===== src/rtl/serial_addsub_ctrl.sv =====
// Bit-serial add/subtract sequencer.
// Time-shares one external 1-bit full-adder cell across a WIDTH-bit operation.
// It processes one bit per clock, LSB first, and feeds the carry or borrow back
// into the cell on the next bit.
//
// Ports:
//   clk, rst_n        clock (rising edge), asynchronous active-low reset
//   start, mode, a, b request; mode 0 = a+b, 1 = a-b; operands latched with start
//   abort             cancel an operation in progress (RUN only)
//   busy, done        busy high in RUN; done pulses for one cycle on completion
//   result, carry_out last completed result and final carry (add) or borrow (sub)
//   fa_a, fa_b        operand bits to the cell
//   fa_pcarry         running carry/borrow into the cell
//   fa_cin            cell mode select
//   fa_sum, fa_ncarry combinational sum and carry/borrow returned by the cell
module serial_addsub_ctrl #(
  parameter int unsigned WIDTH = 8,
  parameter int unsigned CNT_W = $clog2(WIDTH) + 1
) (
  input  logic             clk,
  input  logic             rst_n,
  input  logic             start,
  input  logic             mode,
  input  logic [WIDTH-1:0] a,
  input  logic [WIDTH-1:0] b,
  input  logic             abort,
  output logic             busy,
  output logic             done,
  output logic [WIDTH-1:0] result,
  output logic             carry_out,
  output logic             fa_a,
  output logic             fa_b,
  output logic             fa_pcarry,
  output logic             fa_cin,
  input  logic             fa_sum,
  input  logic             fa_ncarry
);

  typedef enum logic [1:0] {StIdle, StRun, StDone} state_e;

  localparam logic [CNT_W-1:0] LastCnt = CNT_W'(WIDTH - 1);

  state_e             state_q, state_d;
  logic [WIDTH-1:0]   a_sr_q, a_sr_d;
  logic [WIDTH-1:0]   b_sr_q, b_sr_d;
  logic [WIDTH-1:0]   sum_sr_q, sum_sr_d;
  logic [CNT_W-1:0]   cnt_q, cnt_d;
  logic               carry_q, carry_d;
  logic               mode_q, mode_d;
  logic [WIDTH-1:0]   result_q, result_d;
  logic               cout_q, cout_d;

  always_comb begin
    state_d  = state_q;
    a_sr_d   = a_sr_q;
    b_sr_d   = b_sr_q;
    sum_sr_d = sum_sr_q;
    cnt_d    = cnt_q;
    carry_d  = carry_q;
    mode_d   = mode_q;
    result_d = result_q;
    cout_d   = cout_q;

    unique case (state_q)
      StIdle, StDone: begin
        // Start wins over abort in DONE; abort has no meaning outside RUN.
        if (start) begin
          a_sr_d   = a;
          b_sr_d   = b;
          mode_d   = mode;
          sum_sr_d = '0;
          carry_d  = 1'b0;
          cnt_d    = '0;
          state_d  = StRun;
        end else begin
          state_d  = StIdle;
        end
      end
      StRun: begin
        if (abort) begin
          state_d = StIdle;
        end else begin
          sum_sr_d = {fa_sum, sum_sr_q[WIDTH-1:1]};
          a_sr_d   = {1'b0, a_sr_q[WIDTH-1:1]};
          b_sr_d   = {1'b0, b_sr_q[WIDTH-1:1]};
          carry_d  = fa_ncarry;
          cnt_d    = cnt_q + 1'b1;
          if (cnt_q == LastCnt) begin
            // The sum register has just been filled with the final bit.
            result_d = {fa_sum, sum_sr_q[WIDTH-1:1]};
            cout_d   = fa_ncarry;
            state_d  = StDone;
          end
        end
      end
      default: state_d = StIdle;
    endcase
  end

  always_ff @(posedge clk or negedge rst_n) begin
    if (!rst_n) begin
      state_q  <= StIdle;
      a_sr_q   <= '0;
      b_sr_q   <= '0;
      sum_sr_q <= '0;
      cnt_q    <= '0;
      carry_q  <= 1'b0;
      mode_q   <= 1'b0;
      result_q <= '0;
      cout_q   <= 1'b0;
    end else begin
      state_q  <= state_d;
      a_sr_q   <= a_sr_d;
      b_sr_q   <= b_sr_d;
      sum_sr_q <= sum_sr_d;
      cnt_q    <= cnt_d;
      carry_q  <= carry_d;
      mode_q   <= mode_d;
      result_q <= result_d;
      cout_q   <= cout_d;
    end
  end

  assign busy      = (state_q == StRun);
  assign done      = (state_q == StDone);
  assign result    = result_q;
  assign carry_out = cout_q;
  assign fa_a      = a_sr_q[0];
  assign fa_b      = b_sr_q[0];
  assign fa_pcarry = carry_q;
  assign fa_cin    = mode_q;

endmodule


===== config.mk =====
export PLATFORM = sky130hd
export DESIGN_NAME = serial_addsub_ctrl
export DESIGN_NICKNAME = d
export VERILOG_FILES = /design/src/rtl/serial_addsub_ctrl.sv
export SDC_FILE = /design/constraint.sdc
export NUM_CORES = 1
export LEC_CHECK = 0
export CAP_MARGIN = 20
export CORE_ASPECT_RATIO = 1.4
export CORE_MARGIN = 2
export CORE_UTILIZATION = 44
export CTS_CLUSTER_SIZE = 20
export DETAILED_ROUTE_END_ITERATION = 10
export PLACE_DENSITY = 0.84
export SLEW_MARGIN = 10
export SYNTH_ARGS = -nofsm -noshare
export SYNTH_HDL_FRONTEND = slang
export SYNTH_SLANG_ARGS = --single-unit

===== constraint.sdc =====
create_clock -name clk -period 1.7 [get_ports clk]
set_clock_uncertainty 0.15 [all_clocks]
set_input_delay 0.34 -clock clk [delete_from_list [all_inputs] [get_ports clk]]
set_output_delay 0.34 -clock clk [all_outputs]
set_load 0.02 [all_outputs]

After elaboration in Yosys (flattened, before gate mapping)

Cells that the tools add are included.
Widths: inputs -> output; s select.

Mux-type cells: 19
Bitwise operators: 1
Equal/unequal tests: 6
Reduce and logical (&&, ||, !) cells: 6
Add/subtract/negate cells: 1

Operators by type and width:

| kind                | number |
|---|---|
| $mux 8              | 6 |
| $pmux 8 s2          | 3 |
| $mux 4              | 2 |
| $pmux 4 s2          | 1 |
| $reduce_and 3->1    | 2 |
| $add 4x1->4 const B | 1 |
| $eq 4x3->1 const B  | 1 |
| $mux 2              | 2 |
| $ne 2x2->1 const B  | 2 |
| $pmux 2 s2          | 1 |
| $mux 1              | 3 |
| $ne 3x2->1 const B  | 1 |
| $eq 2x1->1 const B  | 1 |
| $eq 2x2->1 const B  | 1 |
| $logic_not 2->1     | 1 |
| $pmux 1 s2          | 1 |
| $reduce_and 2->1    | 1 |
| $reduce_bool 2->1   | 1 |
| $reduce_or 2->1     | 1 |
| $not 1->1           | 1 |

Flip-flop bits (word level): 41
Input port bits: 23
Logic and storage cells: 42

Depth between registers and ports, before layout

Depth after elaboration: 4
Gate-level depth with buffers: 5
Depth with buffers taken out: 4

Worst setup path before layout

No wires, ideal clock.

Path type: register to register
From: register state_q[1]
To: register cout_q, in the netlist carry_out
Setup time: 0.125 ns
Slack: -0.145 ns
Data arrival time: 1.570 ns
Stages on the path, launching flop included: 5
Clock period less this slack: 1.845 ns
Path through: dfrtp_1 -> or3b_1 -> buf_2 -> nor3_4 -> mux2_2

Cells in the longest elaborated chain, start to end: 2

Ends and longest elaborated chain:

| element                           | line | RTL |
|---|---|---|
| start, declared                   | 43   | `state_e state_q, state_d;` |
| start signal, assigned            | 102  | `state_q <= StIdle;` |
| start signal, assigned            | 112  | `state_q <= state_d;` |
| $eq 2x1->1                        | 64   | `unique case (state_q)` |
| $reduce_and 3->1 (no source line) | n/a  |  |
| end signal, assigned              | 120  | `cout_q <= cout_d;` |
| end, declared                     | 51   | `logic cout_q, cout_d;` |

No other way between the ends.
A chain may end at the register's enable or synchronous reset.

Final worst setup path

From: register state_q[1]
To: register result_q[4], in the netlist result[4]

Cells in the longest elaborated chain, start to end: 2

Ends and longest elaborated chain:

| element                           | line | RTL |
|---|---|---|
| $eq 2x1->1                        | 64   |  |
| $reduce_and 3->1 (no source line) | n/a  |  |
| end signal, assigned              | 119  | `result_q <= result_d;` |
| end, declared                     | 50   | `logic [WIDTH-1:0] result_q, result_d;` |

No other way between the ends.

==> results <==
how the worst min path moves through the flow:
stage | start | end | slack (ns) | cells past startpoint
3_5_place_dp | rst_n | a_sr_q[5] | 0.14 | 1
6_report | fa_cin | fa_cin | 0.33 | 2
4_1_cts | fa_cin | fa_cin | 0.34 | 2
2_1_floorplan | rst_n | a_sr_q[0] | -0.11 | 0
5_1_grt | rst_n | a_sr_q[5] | 0.37 | 2
3_3_place_gp | rst_n | a_sr_q[5] | 0.13 | 1
flip-flops by register name, indices dropped and copies added, names as in the netlist:
name,cells
a_sr_q,8
b_sr_q,8
result,8
sum_sr_q,7
cnt_q,4
state_q,2
carry_out,1
fa_cin,1
fa_pcarry,1
cell type report:
type,count,area (µm²)
fill,319,1350
clock buffer,7,96.3
timing repair buffer,52,473
sequential,40,1000
tap,42,52.6
multi-input combinational,107,711
clock inverter,1,30.0
power breakdown:
group          switching, mW  leakage (nW)  total [mW]  internal (mW)
registers              0.105         0.506        1.22           1.12
clock network          0.333        0.0645       0.851          0.518
logic                  0.292         0.612       0.571          0.280
total                  0.729          1.18        2.65           1.92
cell usage after synthesis:
cell type and n:
clkbuf_1 6, ha_1 1, nand2b_1 1, and2b_1 2, buf_2 3, nor3b_2 1, nand2_1 30, nand3_1 12
nor2b_1 1, buf_1 2, o21ai_0 2, mux2_2 9, mux2i_1 16, a21oi_1 14, nor2_1 1, nor3_1 14
nand4_1 1, or3b_1 1, nor3_4 1, dfrtp_1 40
per-stage QoR:
step	hold slack [ns]	power, mW	cell area (µm²)
global placement	0.132	1.81	2210
finish	0.333	2.65	2360
floorplan	-0.106	1.57	1720
global route	0.372	2.79	2360
CTS	0.340	2.67	2360
detailed placement	0.138	1.83	2210
timing repair:
action / CTS / global route
pin swaps: 2 / 1
hold buffers: 1 / 0
resized for setup: 30 / 5
setup endpoints to repair: 37 / 10
hold endpoints to repair: 16 / 0
cell families after synthesis:
| family | count (synthesis) | share of synthesized area |
|---|---|---|
| AOI/OAI and AO/OA | 16 | 0.0466 |
| adders and majority gates | 1 | 0.00728 |
| buffers and inverters | 11 | 0.0262 |
| DFF | 40 | 0.583 |
| muxes | 25 | 0.152 |
| and+or+nand+nor | 65 | 0.185 |
worst min-delay path, cell delays in order, from the launching register on:
cell	delay [ns]
dfrtp_1	0.35
nand2_1	0.05
nand2_1	0.05
layer usage:
| metal | part of all wire | vias up |
|---|---|---|
| met2 | 0.53 | 29 |
| met1 | 0.42 | 638 |
| li1 | - | 637 |
| met5 | 0 | - |
| met3 | 0.043 | 5 |
| met4 | 0.0091 | 0 |
==> results.py <==
metrics = {
    "run_status": {
        "outcome": "complete, but fails checks",
        "violations": "setup timing",
    },
    "critical_path": {
        "worst-path-stages": 4,
        "r2r_start": "state_q[1]",
        "cp_top_family": "simple AND/OR/NAND/NOR gates",
        "crit_arrival_ns": 1.75,
        "path_max_fanout": 6,
        "startpoint": "state_q[1]",
        "worstPathCellList": "or3b_4 -> nor3_4 -> buf_6 -> mux2_4",
        "worstSetupEndpointType": "flop",
        "cp_slowest_cell": "dfrtp_1",
        "critPathLaunchType": "flop",
        "critical_path_buf_inv_count": 1,
        "r2r_end": "result[4]",
        "reg2regPathDepth": 4,
        "crit_required_ns": 1.73,
        "max_stage_delay_ns": 0.41,
        "cp-endpoint": "result[4]",
        "worstSetupPathType": "flop to flop",
        "reg2reg_slack_ns": -0.02,
    },
    "yosys": {
        "syn_area_um2": 1720,
        "synth_top_area_share": 0.583,
        "synth_seq_cells": 40,
        "yosysSeqAreaShare": 0.583,
        "synthTopCellsByArea": "dfrtp_1, mux2i_1, nand2_1",
        "syn_area_per_cell_um2": 10.9,
        "yosys.area.top_type": "dfrtp_1",
        "synthCells": 158,
        "yosys_warnings": 0,
        "synthDistinctLibCells": 20,
        "synthesis.nets": 182,
    },
    "timing": {
        "hold_violations": 0,
        "period_share": 1.01,
        "slew_violations": 0,
        "max_slew.worst_pin.slew_ns": 0.551,
        "clock.fmax_mhz": 583,
        "worst_slew_margin_rel": 0.633,
        "layout_setup_ws_ns": -0.0163,
        "period_needed_ns": 1.72,
        "rsz0062_at_grt": "yes",
        "finalSetupViolCount": 8,
        "tns_ns": -0.0727,
    },
    "hold_path": {
        "hold_path_class": "flop to flop",
    },
    "route": {
        "wl_per_cell_um": 15.4,
        "postRouteAntennaNets": 0,
        "drtPass1Iterations": 4,
        "drc": 0,
        "drt-total-wl_um": 3840,
        "num_vias": 1309,
        "drt_iter0_drc": 53,
        "vias_per_cell": 5.26,
    },
    "placement": {
        "post-place-cells": 240,
        "io_buffers": 37,
        "pre_cts_slack_ns": -0.438,
        "place.gp.congestion": 0.752,
        "dpl.hpwl_um": 2580,
    },
    "cells_and_area": {
        "fin_nets": 230,
        "finish.utilization": 0.637,
        "antennaDiodeCount": 0,
        "area_growth_syn_to_layout_pct": 37.6,
        "final_common_cell": "dfrtp_1",
        "stdcell_count": 249,
        "final_cell_mix": "dfrtp_1, nand2_1, clkdlybuf4s50_1",
        "drive_above_1_share": 0.184,
    },
    "die": {
        "pin_count": 38,
        "num_rows": 26,
        "core_um2": 3710,
        "dieArea_um2": 4430,
        "die_w_um": 56.8,
        "start_util": 0.463,
        "die_h_um": 77.9,
    },
    "grt": {
        "use_met3": 0.0500,
        "met2_usage": 0.333,
        "top_usage_layer": "met2",
        "grt_max_degree": 19,
        "antenna_found_initial": 0,
        "grt.total_usage": 0.191,
        "overflow": 0,
        "grt_pass1_wl_um": 6660,
        "grt_pass1_vias": 1382,
        "grt_util_met1": 0.232,
    },
    "clock_tree": {
        "clk_latency_ns": 0.29,
        "clkSinkCount": 40,
        "clkTransAtPathRegs_ns": 0.08,
        "cts_tree": "yes",
        "htreeDepth": 2,
        "clk_path_buf_depth": 2,
        "post-cts-setup-buffers": 0,
        "clock-root-buffer": "clkbuf_8",
        "numCtsBuffers": 5,
    },
    "power_and_ir_drop": {
        "power_density_nw_per_um2": 1120,
        "power.leakage_nw": 1.18,
        "vdd_ir_drop_max_uv": 836,
    },
    "flow_run": {
        "cap_viol_max_count": 0,
    },
}
(Power assumes the default switching activity.)
